File: config.mk
export PLATFORM = sky130hd
export DESIGN_NAME = cdc_handshake_src
export DESIGN_NICKNAME = d
export VERILOG_FILES = /design/src/rtl/cdc_handshake_src.sv
export SDC_FILE = /design/constraint.sdc
export NUM_CORES = 1
export LEC_CHECK = 0
export ABC_CLOCK_PERIOD_IN_PS = 4800
export BUFFER_PORTS_ARGS = -buffer_cell sky130_fd_sc_hd__buf_4
export CAP_MARGIN = 30
export CORE_MARGIN = 4
export CORE_UTILIZATION = 57
export DETAILED_ROUTE_END_ITERATION = 6
export GPL_TIMING_DRIVEN = 1
export PLACE_DENSITY = 0.83
export SETUP_SLACK_MARGIN = 0.5
export SYNTH_ARGS = -nofsm -noshare
export SYNTH_HDL_FRONTEND = slang
export SYNTH_SLANG_ARGS = --single-unit
File: constraint.sdc
create_clock -name clk -period 4.8 [get_ports clk]
set_input_delay 0.72 -clock clk [delete_from_list [all_inputs] [get_ports clk]]
set_output_delay 0.72 -clock clk [all_outputs]
set_load 0.02 [all_outputs]
File: src/rtl/cdc_handshake_src.sv
// Source side of a multi-bit CDC using a 4-phase req/ack handshake.
// A word accepted on in_valid/in_ready is held on xfer_data while xfer_req
// is raised. The return-to-zero phase is sequenced from a synchronised copy
// of the destination ack. A watchdog gives up on a dead destination.
//
// state | meaning
// ------+-------------------------------------------------------------
// IDLE  | ready for a new word (unless a stale ack is still visible)
// REQ   | xfer_req high, waiting for the synchronised ack to rise
// DROP  | xfer_req low, waiting for the synchronised ack to fall
// ERR   | timed out; xfer_req low, waiting for the ack to be low
module cdc_handshake_src #(
  parameter int S           = 8,
  parameter int SYNC_STAGES = 2,
  parameter int TIMEOUT_CYC = 255
) (
  input  logic         clk,
  input  logic         rst,
  input  logic         in_valid,
  output logic         in_ready,
  input  logic [S-1:0] in_data,
  output logic         xfer_req,
  output logic [S-1:0] xfer_data,
  input  logic         xfer_ack_async,
  output logic         busy,
  output logic         timeout_err,
  input  logic         err_clr
);

  // The counter only has to reach TIMEOUT_CYC-1; a disabled watchdog keeps a 1-bit stub.
  localparam int            CW      = (TIMEOUT_CYC > 0) ? $clog2(TIMEOUT_CYC + 1) : 1;
  localparam bit            TO_EN   = (TIMEOUT_CYC > 0);
  localparam logic [CW-1:0] TO_LAST = CW'((TIMEOUT_CYC > 0) ? TIMEOUT_CYC - 1 : 0);

  typedef enum logic [1:0] {
    IDLE = 2'd0,
    REQ  = 2'd1,
    DROP = 2'd2,
    ERR  = 2'd3
  } state_t;

  state_t                 state_q;
  state_t                 state_nxt;
  logic [SYNC_STAGES-1:0] sync_q;
  logic                   ack_s;
  logic [CW-1:0]          cnt_q;
  logic                   accept;
  logic                   to_hit;
  logic                   to_fire;

  assign ack_s    = sync_q[SYNC_STAGES-1];
  assign in_ready = (state_q == IDLE) && !ack_s;
  assign busy     = (state_q != IDLE);

  // Ack synchroniser: every FSM decision looks only at the last stage.
  always_ff @(posedge clk or posedge rst) begin
    if (rst) begin
      sync_q <= '0;
    end else begin
      sync_q <= {sync_q[SYNC_STAGES-2:0], xfer_ack_async};
    end
  end

  // Next-state decode, including the watchdog escape from REQ and DROP.
  always_comb begin
    state_nxt = state_q;
    accept    = 1'b0;
    to_fire   = 1'b0;
    to_hit    = TO_EN && (cnt_q == TO_LAST);
    case (state_q)
      IDLE: begin
        if (in_valid && in_ready) begin
          accept    = 1'b1;
          state_nxt = REQ;
        end
      end
      REQ: begin
        if (ack_s) begin
          state_nxt = DROP;
        end else if (to_hit) begin
          to_fire   = 1'b1;
          state_nxt = ERR;
        end
      end
      DROP: begin
        if (!ack_s) begin
          state_nxt = IDLE;
        end else if (to_hit) begin
          to_fire   = 1'b1;
          state_nxt = ERR;
        end
      end
      ERR: begin
        if (!ack_s) begin
          state_nxt = IDLE;
        end
      end
      default: state_nxt = IDLE;
    endcase
  end

  // State register; xfer_req is registered straight from the next state.
  always_ff @(posedge clk or posedge rst) begin
    if (rst) begin
      state_q  <= IDLE;
      xfer_req <= 1'b0;
    end else begin
      state_q  <= state_nxt;
      xfer_req <= (state_nxt == REQ);
    end
  end

  // Captured word only changes on accept, so it survives the return to IDLE.
  always_ff @(posedge clk or posedge rst) begin
    if (rst) begin
      xfer_data <= '0;
    end else if (accept) begin
      xfer_data <= in_data;
    end
  end

  // Dwell counter: restarts on any state change, counts while in REQ or DROP.
  always_ff @(posedge clk or posedge rst) begin
    if (rst) begin
      cnt_q <= '0;
    end else if (state_nxt != state_q) begin
      cnt_q <= '0;
    end else if ((state_q == REQ) || (state_q == DROP)) begin
      cnt_q <= cnt_q + CW'(1);
    end else begin
      cnt_q <= '0;
    end
  end

  // Sticky timeout flag; a new timeout beats a simultaneous clear.
  always_ff @(posedge clk or posedge rst) begin
    if (rst) begin
      timeout_err <= 1'b0;
    end else if (to_fire) begin
      timeout_err <= 1'b1;
    end else if (err_clr) begin
      timeout_err <= 1'b0;
    end
  end

endmodule

==> flow_summary.ini <==
[outcome]
status = finished clean

[global_route]
grt_pass1_vias = 864
grtUsageTotal_pct = 18.56
grt_first_pass_wirelength_microns = 3781
antenna_found_initial = 0
gr-total-overflow = 0
grt_start_max_net_pins = 23

[sta]
relSlewSlack_pct = 46.63
tightest_slew_ns = 0.7997
max_freq_mhz = 444.4
setup_tns_ns = 0
setup_viol = 0
rsz0062_at_grt = false
drv_slew = 0
finalHoldViolations = 0
clock_skew_ns = 0.004947
layout_min_cycle_time_ns = 2.250
period_share_pct = 46.88

[synth]
ys_seq_area_share_pct = 47.52
async_reset_ff_share_pct = 100.0
synth-main-ff-cell = dfrtp_1
syn-num-nets = 133
ys_types = 30
synth_edf_count = 0
ys_warn_count = 0
syn_area_sq_um = 1159
ys_ff_latch = 22
syn_inst = 113
synth.avg_cell_area_sq_um = 10.25

[worst_setup_path]
cpPeakStageDelay_ns = 0.54
critical_path.cell_chain = inv_1 > ha_1 > inv_1 > nor2_1 > buf_4
critPathMostFrequentCell = inv_1
cp_max_fo = 8
arrival_ns = 1.53
r2r_end = cnt_q[3]
critPathSlowestCell = dfrtp_1
critical_path.top_delay_family = flip-flops
startpoint_type = flop
r2r_slack_ns = 2.76
r2r-start = state_q[1]
crit_buf_inv = 3
worstPathRequired_ns = 4.08
r2r_cells = 6
end_kind = output port
critPathKind = reg2out

[power_and_ir_drop]
p_clk_share_pct = 13.7
ir_drop_uv = 308.3
leakage_nw = 0.6968
combPwrFrac_pct = 48.6
swShare_pct = 42.47
power_density_nw_per_um2 = 522.9
p_int_w = 0.0004171
pwr-share-seq_pct = 37.7
switchingPower_w = 0.0003079

[floorplanning]
die_w_microns = 53.09
ios = 25
start_util_pct = 59.66
rows = 16
die_y_microns = 53.09
core-area_sq_um = 1942
dieArea_sq_um = 2818

[drt]
post_drt_wl_per_cell_microns = 13.63
vias = 925
drcViolationCount = 0
routed_wl_microns = 2263
vias_per_cell = 5.572
final_antenna_net_count = 0
first_pass_iters = 4
detail_route.iter0.violations = 22

[layout]
layout_commonest_cell = nand2_1
nNetsFinal = 160
post-route-cell-area_sq_um = 1386
n_antenna_cell = 0
drive_gt1_share_pct = 23.02
areaGrowthSynthToFinish_pct = 19.65
fillers = 140
layout_common_cells = 26 x nand2_1, 24 x buf_4, 22 x dfrtp_1, 8 x inv_1, 8 x nor4_1

[min_path]
hold_class = reg2reg
worstHoldStart = sync_q[0]
hold_end = sync_q[1]
hold_depth = 0

[clock_tree]
path_clk_slew_ns = 0.12
cts-resized-gates = 0
insertion_delay_ns = 0.30
cts_post_setup_buffers_inserted = 0
ctsHoldBuffers = 0
cts_buffers = 3
clock_sinks = 22
cts_htree_levels = 1
cts_tree = yes
root_buffer = clkbuf_4
cts_buffer_depth = 2

[run]
cap_violations = 0

[placement]
placed_cell_area_sq_um = 1350
place_congestion = 0.8620
place_hpwl_microns = 1760
port_buffers = 24
layer usage:
metal / vias up / wire [microns] / part of all wire, % / GRT usage [%]
met5: - / 0 / 0 / 0
met4: 0 / 10 / 0.44 / 4.681
met2: 32 / 1137 / 50 / 33.47
li1: 448 / - / - / -
met1: 443 / 956 / 42 / 22.56
met3: 2 / 158 / 7.0 / 3.380
power groups by stage:
stage          combinational, W  sequential (W)   clock, W
2_1_floorplan          0.000193        0.000315          0
3_3_place_gp           0.000341        0.000275          0
3_5_place_dp           0.000352        0.000278          0
4_1_cts                0.000353        0.000274   0.000102
5_1_grt                0.000388        0.000281   0.000110
6_report               0.000352        0.000273  0.0000990
cell type report:
| type | instances | area, sq um | area share, % |
|---|---|---|---|
| Clock buffer | 4 | 36.28 | 2.617 |
| Tap cell | 27 | 33.78 | 2.437 |
| Timing Repair Buffer | 24 | 180.2 | 13.00 |
| Multi-Input combinational cell | 81 | 555.5 | 40.07 |
| Sequential cell | 22 | 550.5 | 39.71 |
| Inverter | 8 | 30.03 | 2.166 |
cells by family (layout without fill, tap and decap cells):
| group | Yosys count | after routing | share of synthesized area, % |
|---|---|---|---|
| AND/OR/NAND/NOR | 55 | 55 | 26.57 |
| AO/OA/AOI/OAI | 12 | 12 | 8.423 |
| flip-flops | 22 | 22 | 47.52 |
| multiplexers | 1 | 1 | 0.8640 |
| XOR/XNOR | 6 | 6 | 4.536 |
| adder cells (fa/ha/maj) | 7 | 7 | 7.559 |
| buffers and inverters | 10 | 36 | 4.536 |
Yosys cell counts (3+ instances only):
master,count,area share (%)
inv_1,8,2.6
nand3_1,5,2.2
nor4_1,8,4.3
dfrtp_1,22,48
xor2_1,5,3.8
o21ai_0,3,1.3
nor2_1,3,0.97
nand2_1,26,8.4
ha_1,7,7.6
worst max path at each step:
stage / start / to / slack, ns / cells past startpoint
after floorplan: state_q[1] / in_ready / 2.86 / 4
after global placement: state_q[0] / cnt_q[4] / 2.91 / 6
after detailed placement: state_q[1] / cnt_q[3] / 2.81 / 6
after CTS: state_q[1] / in_ready / 2.54 / 5
after global routing: state_q[1] / in_ready / 2.36 / 5
final: state_q[1] / in_ready / 2.55 / 5
through the flow:
| stage | instances | hold WS (ns) | total power (W) | worst slack (ns) | utilization [%] |
|---|---|---|---|---|---|
| after floorplan | 113 | 0.3312 | 0.0005088 | 2.858 | - |
| after global placement | 162 | 0.3390 | 0.0006164 | 2.908 | 69.52 |
| after detailed placement | 162 | 0.3403 | 0.0006299 | 2.807 | 69.52 |
| after CTS | 166 | 0.3688 | 0.0007282 | 2.544 | 71.39 |
| after global routing | 166 | 0.3814 | 0.0007798 | 2.362 | 71.39 |
| final | 166 | 0.3656 | 0.0007249 | 2.550 | 71.39 |
sequential cells by signal, summed over array words and instances, names as in the netlist:
name and cells:
xfer_data 8, timeout_err 1, state_q 2, xfer_req 1
sync_q 2, cnt_q 8
worst reg2reg max path, stage by stage (launching register included):
cell	delay (ns)
dfrtp_1	0.54
inv_1	0.16
ha_1	0.24
and3b_1	0.32
o211ai_4	0.13
nand4_4	0.18
nor4_1	0.36
Note: power is estimated with default switching activity, not from simulation.
